$ cat src/rtl/mlp_m10k_loader.sv
// Scatters a 75-word weight stream into three 25-deep M10K banks.
// Optional checksum output enabled by MLP_LOADER_CHECKSUM_EN.
module mlp_m10k_loader #(
  parameter int DATA_W     = 27,
  parameter int BANK_DEPTH = 25,
  parameter int NUM_BANKS  = 3,
  localparam int AW = $clog2(BANK_DEPTH),
  localparam int CW = $clog2(BANK_DEPTH * NUM_BANKS),
  localparam int BW = $clog2(NUM_BANKS)
) (
  input  logic              clk,
  input  logic              rst,
  input  logic              start,
  input  logic              in_valid,
  input  logic [DATA_W-1:0] in_data,
  output logic              in_ready,
  output logic [AW-1:0]     wr_addr_out,
  output logic [DATA_W-1:0] wr_data,
  output logic              we_m10k0,
  output logic              we_m10k1,
  output logic              we_m10k2,
  output logic              busy,
  output logic              done,
`ifdef MLP_LOADER_CHECKSUM_EN
  output logic [31:0]       checksum,
`endif
  output logic [CW-1:0]     load_count
);

  typedef enum logic [1:0] {
    S_IDLE,
    S_LOAD,
    S_FIN
  } state_t;

  localparam logic [AW-1:0] LAST_LCL  = AW'(BANK_DEPTH - 1);
  localparam logic [BW-1:0] LAST_BANK = BW'(NUM_BANKS - 1);
  localparam logic [NUM_BANKS-1:0] WE_ONE = NUM_BANKS'(1);

  state_t                r_state;
  state_t                w_next;
  logic [AW-1:0]         r_lcl;
  logic [BW-1:0]         r_bank;
  logic [CW-1:0]         r_cnt;
  logic [AW-1:0]         r_waddr;
  logic [DATA_W-1:0]     r_wdata;
  logic [NUM_BANKS-1:0]  r_we;
  logic                  w_acc;
  logic                  w_last;
  logic                  w_clear;
  logic                  w_ready;
  logic                  w_busy;
  logic                  w_done;

  assign w_acc   = in_valid & (r_state == S_LOAD);
  assign w_last  = (r_bank == LAST_BANK) & (r_lcl == LAST_LCL);
  assign w_clear = (r_state == S_IDLE) & start;

  // State register
  always_ff @(posedge clk) begin
    if (rst) r_state <= S_IDLE;
    else     r_state <= w_next;
  end

  // Next-state and handshake/status decode
  always_comb begin
    w_next  = r_state;
    w_ready = 1'b0;
    w_busy  = 1'b0;
    w_done  = 1'b0;
    unique case (r_state)
      S_IDLE: begin
        if (start) w_next = S_LOAD;
      end
      S_LOAD: begin
        w_ready = 1'b1;
        w_busy  = 1'b1;
        if (w_acc && w_last) w_next = S_FIN;
      end
      S_FIN: begin
        w_done = 1'b1;
        w_next = S_IDLE;
      end
      default: w_next = S_IDLE;
    endcase
  end

  // Address walk and registered M10K write port
  always_ff @(posedge clk) begin
    if (rst) begin
      r_lcl   <= '0;
      r_bank  <= '0;
      r_cnt   <= '0;
      r_waddr <= '0;
      r_wdata <= '0;
      r_we    <= '0;
    end else begin
      r_we <= '0;
      if (w_clear) begin
        r_lcl  <= '0;
        r_bank <= '0;
        r_cnt  <= '0;
      end
      if (w_acc) begin
        r_wdata <= in_data;
        r_waddr <= r_lcl;
        r_we    <= WE_ONE << r_bank;
        r_cnt   <= r_cnt + CW'(1);
        if (r_lcl == LAST_LCL) begin
          r_lcl  <= '0;
          r_bank <= r_bank + BW'(1);
        end else begin
          r_lcl  <= r_lcl + AW'(1);
        end
      end
    end
  end

`ifdef MLP_LOADER_CHECKSUM_EN
  logic [31:0] r_csum;

  // Running sum of accepted words
  always_ff @(posedge clk) begin
    if (rst)          r_csum <= '0;
    else if (w_clear) r_csum <= '0;
    else if (w_acc)   r_csum <= r_csum + 32'(in_data);
  end

  assign checksum = r_csum;
`endif

  assign in_ready    = w_ready;
  assign busy        = w_busy;
  assign done        = w_done;
  assign wr_addr_out = r_waddr;
  assign wr_data     = r_wdata;
  assign we_m10k0    = r_we[0];
  assign we_m10k1    = r_we[1];
  assign we_m10k2    = r_we[2];
  assign load_count  = r_cnt;

endmodule

$ cat config.mk
export PLATFORM = sky130hd
export DESIGN_NAME = mlp_m10k_loader
export DESIGN_NICKNAME = d
export VERILOG_FILES = /design/src/rtl/mlp_m10k_loader.sv
export SDC_FILE = /design/constraint.sdc
export NUM_CORES = 1
export LEC_CHECK = 0
export ABC_AREA = 1
export BUFFER_PORTS_ARGS = -buffer_cell sky130_fd_sc_hd__buf_4
export CAP_MARGIN = 5
export CORE_ASPECT_RATIO = 0.9
export CORE_MARGIN = 3
export CORE_UTILIZATION = 49
export CTS_CLUSTER_SIZE = 12
export DETAILED_ROUTE_END_ITERATION = 10
export PLACE_DENSITY = 0.87
export SETUP_SLACK_MARGIN = 0.05
export SLEW_MARGIN = 30
export SYNTH_ARGS = -nofsm -noshare
export SYNTH_HDL_FRONTEND = slang
export SYNTH_SLANG_ARGS = --single-unit
$ cat constraint.sdc
create_clock -name clk -period 1.5 [get_ports clk]
set_input_delay 0.15 -clock clk [delete_from_list [all_inputs] [get_ports clk]]
set_output_delay 0.15 -clock clk [all_outputs]
set_load 0.01 [all_outputs]
# Word-level counts from Yosys, hierarchy flattened
# Index checks and enable logic that the tools add are counted.
[word_totals]
in_bits = 31
word_cells = 39
regBits = 51
out_inout_bits = 45
[classes]
n_mux = 13
n_eq_ne = 6
shift = 1
n_reduce_logical = 5
n_bitwise = 4
n_addsub = 3
[op_table]
columns = ["operator", "n"]
rows = [
  ["5-bit two-way mux", 3],
  ["7-bit two-way mux", 2],
  ["2-bit two-way mux", 5],
  ["7-bit by 1-bit adder with 7-bit output, second input constant", 1],
  ["5-bit by 1-bit adder with 5-bit output, second input constant", 1],
  ["5-bit == test, second input constant", 1],
  ["2-bit == test, second input constant", 2],
  ["2-bit case mux with 2 select lines", 1],
  ["1-bit AND", 3],
  ["1-bit by 2-bit left shift with 3-bit output, first input constant", 1],
  ["2-bit by 1-bit adder with 2-bit output, second input constant", 1],
  ["2-bit by 1-bit == test with 1-bit output, second input constant", 1],
  ["2-bit logical NOT", 1],
  ["1-bit two-way mux", 2],
  ["2-bit by 1-bit inequality test with 1-bit output, second input constant", 1],
  ["2-bit inequality test, second input constant", 1],
  ["2-bit AND reduction", 1],
  ["2-bit nonzero test", 1],
  ["2-bit OR reduction", 1],
  ["1-bit logical AND", 1],
  ["1-bit inverter", 1],
]

# Depth between registers and ports, before layout
[logic_depth]
depth_word = 5
mapped_depth = 9
ltp_nobuf = 9

# Least setup slack after synthesis
# Ideal clock, no wire load.
[synth_path]
path_kind = "reg2reg"
startpoint = "reg r_lcl[0]"
endpoint = "reg r_state[0]"
path_buffers = 0
path_stages_with_launch = 10
setup_ps = 124
slack_ps = 326
required_ps = 1376
t_arrival_ps = 1050
synth_period_minus_slack_ps = 1174
path_cell_list = "dfxtp_1 -> inv_1 -> ha_1 -> nand2_1 -> inv_1 -> nand2_1 -> nor2_1 -> nand2_1 -> nand2_1 -> o21ai_0"
[synth_between]
elab_chain_cells = 5
[synth_lines]
columns = ["element", "line", "rtl"]
rows = [
  ["from (decl)", "42", "logic [AW-1:0] r_lcl;"],
  ["from (signal assigned)", "113", "r_lcl <= r_lcl + AW'(1);"],
  ["5-bit == test", "56", "assign w_last = (r_bank == LAST_BANK) & (r_lcl == LAST_LCL);"],
  ["1-bit AND", "56", ""],
  ["1-bit logical AND", "78", "if (w_acc && w_last) w_next = S_FIN;"],
  ["2-bit by 1-bit inequality test with 1-bit output (no line)", "n/a", ""],
  ["2-bit AND reduction (no line)", "n/a", ""],
  ["to (signal assigned)", "62", "else r_state <= w_next;"],
  ["to (decl)", "40", "state_t r_state;"],
]
# No other way between the ends.
# A chain may end at the register's enable or synchronous reset.

# Worst setup path in the final report
# Ends and elaborated chain as after synthesis.

==> flow_summary.toml <==
[route]
viasPerCell = 5.005
dr.pass1.iters = 4
ant_nets = 0
drc_errors = 0
routed_wl_mm = 4.886
wl_per_cell_um = 12.43
first_iter_violations = 124
vias = 1967

[cts]
clock_latency_ns = 0.29
cts_max_level = 2
cts.sinks = 51
cts.path.max_buffers = 2
hold_buffers = 0
path_clk_slew_ns = 0.09
cts_setup_buffers = 0
cts.repair.resized = 0
root_buffer = "clkbuf_8"
numCtsBuffers = 5
cts_tree = "done"

[power_and_ir_drop]
p_leak_nw = 1.282
powerDensity_nw_per_um2 = 993.4
max-vdd-ir-drop_uv = 689.6

[synthesis]
syn_inst = 274
synth.top_cell.area_share_pct = 48.51
synth_edf_count = 0
synth-seq-cells = 51
yosysWarnings = 0
async_reset_ff_share_pct = 0
syn_area_per_cell_um2 = 7.681
ys_seq_area_share_pct = 48.51
syn_nets = 309
yosysMostFrequentCell = "nor2_1"
yosys-top-cells-count = "nor2_1, dfxtp_1, nand2_1, o21ai_0, o21ai_1"
yosysTopAreaCell = "dfxtp_1"
synth_cell_types = 25
syn-cell-area_um2 = 2105
synthTopCellsByArea = "dfxtp_1, nor2_1, nand2_1"
synthFlopType = "dfxtp_1"

[floorplan]
ios = 76
start_util_pct = 53.76
die_height_um = 68.17
fp.dieW_um = 75.08
row_count = 21
core_area_um2 = 3915
dieArea_um2 = 5118

[flow_run]
cap_viol_max_count = 0

[timing]
tns_ns = 0
worst_slew_pin_slew_ns = 0.3244
fmax_mhz = 761.5
fin_crit_ns = 1.313
period_share_pct = 87.55
rsz0062_at_grt = "no"
skew_ns = 0.005043
slew_headroom_pct = 78.34
hold_viol = 0
timing.final.max_slew_violations = 0
hold_slack_ns = 0.07268
finalSetupViolations = 0

[min_path]
hold_path_depth = 3
whs_endpoint = "wr_data[21]"
hp-class = "in2reg"
hold_start = "in_data[21]"

[cells_and_area]
antenna_cells = 0
multi_input_area_um2 = 937.1
nets = 381
n_fill_cell = 315
layout-area-overhead-vs-synth_pct = 31.81
fin_cells = 393
layout.area.seq_um2 = 1021
postLayoutCellArea_um2 = 2774
drive_gt1_share_pct = 31.70

[setup_path]
worstSetupPathType = "reg2reg"
rr_worst_depth = 9
timing.rr.start = "r_lcl[0]"
arrival_ns = 1.50
worstSetupStartpointType = "flip-flop"
cp_max_fo = 5
cp.required_ns = 1.69
reg2reg_to = "r_state[0]"
r2r_slack_ns = 0.19
end_kind = "flip-flop"

[place]
portBuffers = 75
place_area_um2 = 2674
hpwl_mm = 3.548
gp_congestion = 0.7730
dp_cells = 385

[grt]
antenna_found_initial = 0
grt.overflow.total = 0
grt_pass1_vias = 1793
grt_pass1_wl_mm = 7.983
grt_max_degree = 48
grt_use_total_pct = 20.33

[status]
status = "finished clean"
==> metal layers <==
metal,wire length [um],global-route usage [%],vias up
met3,352,6.167,5
li1,-,-,1018
met1,2103,25.61,880
met2,2380,33.15,64
met4,50,6.667,0
met5,0,0,-
==> per-stage QoR <==
step / setup slack [ns] / util, % / power (mW)
after detailed placement: 0.2132 / 68.30 / 1.952
after floorplan: 0.3260 / - / 1.735
after global routing: 0.07950 / 70.85 / 2.905
after CTS: 0.1878 / 70.85 / 2.785
after global placement: 0.2681 / 68.30 / 1.941
final: 0.1868 / 70.85 / 2.756
==> layout make-up <==
type | count | area share [%]
Multi-Input combinational cell | 196 | 33.78
Clock buffer | 8 | 3.608
Tap cell | 46 | 2.075
Timing Repair Buffer | 80 | 22.10
Inverter | 12 | 1.624
Sequential cell | 51 | 36.81
==> worst max-delay path, stage by stage, from the launching register on <==
cell and delay, ns:
dfxtp_1 0.35, inv_1 0.10, ha_1 0.15, nand2_1 0.05, inv_1 0.08, nand2_1 0.12
nor2_1 0.15, nand2_1 0.08, nand2_1 0.06, o21ai_0 0.06
==> how the worst max path moves through the flow <==
| stage | end | depth (start not counted) | start | slack [ns] |
|---|---|---|---|---|
| finish | r_state[0] | 9 | r_lcl[0] | 0.19 |
| detailed placement | r_state[0] | 9 | r_lcl[0] | 0.21 |
| global route | r_lcl[4] | 9 | r_lcl[0] | 0.08 |
| CTS | r_state[0] | 9 | r_lcl[0] | 0.19 |
| floorplan | r_state[0] | 9 | r_lcl[0] | 0.33 |
| global placement | r_state[0] | 9 | r_lcl[0] | 0.27 |
==> logic make-up after synthesis <==
family | synth area share, %
AOI/OAI and AO/OA | 13.26
buffers and inverters | 6.956
DFF | 48.51
and+or+nand+nor | 28.89
adders and majority gates | 2.378
==> placed cells by master, fill, tap and decap left out, types with 5 or more instances in the layout <==
cell,Yosys,final
nand2_2,6,6
a21oi_2,5,5
clkbuf_8,0,7
o21ai_1,11,11
a21oi_1,7,7
buf_4,1,79
o21ai_0,26,26
nor2_1,78,78
inv_1,8,8
dfxtp_1,51,51
nand2_1,39,39
==> sequential cells by signal, summed over array words and instances, names as in the netlist <==
signal,count
wr_data,27
r_we,3
r_lcl,5
r_bank,2
wr_addr_out,5
r_state,2
load_count,7
==> where the power goes <==
group | leakage [nW] | total [mW] | internal, mW | switching, mW
logic | 0.814 | 0.444 | 0.212 | 0.232
registers | 0.416 | 1.47 | 1.43 | 0.0430
clock network | 0.0515 | 0.838 | 0.421 | 0.416
total | 1.28 | 2.76 | 2.06 | 0.691
No activity file was read; power rests on OpenSTA's default activity.
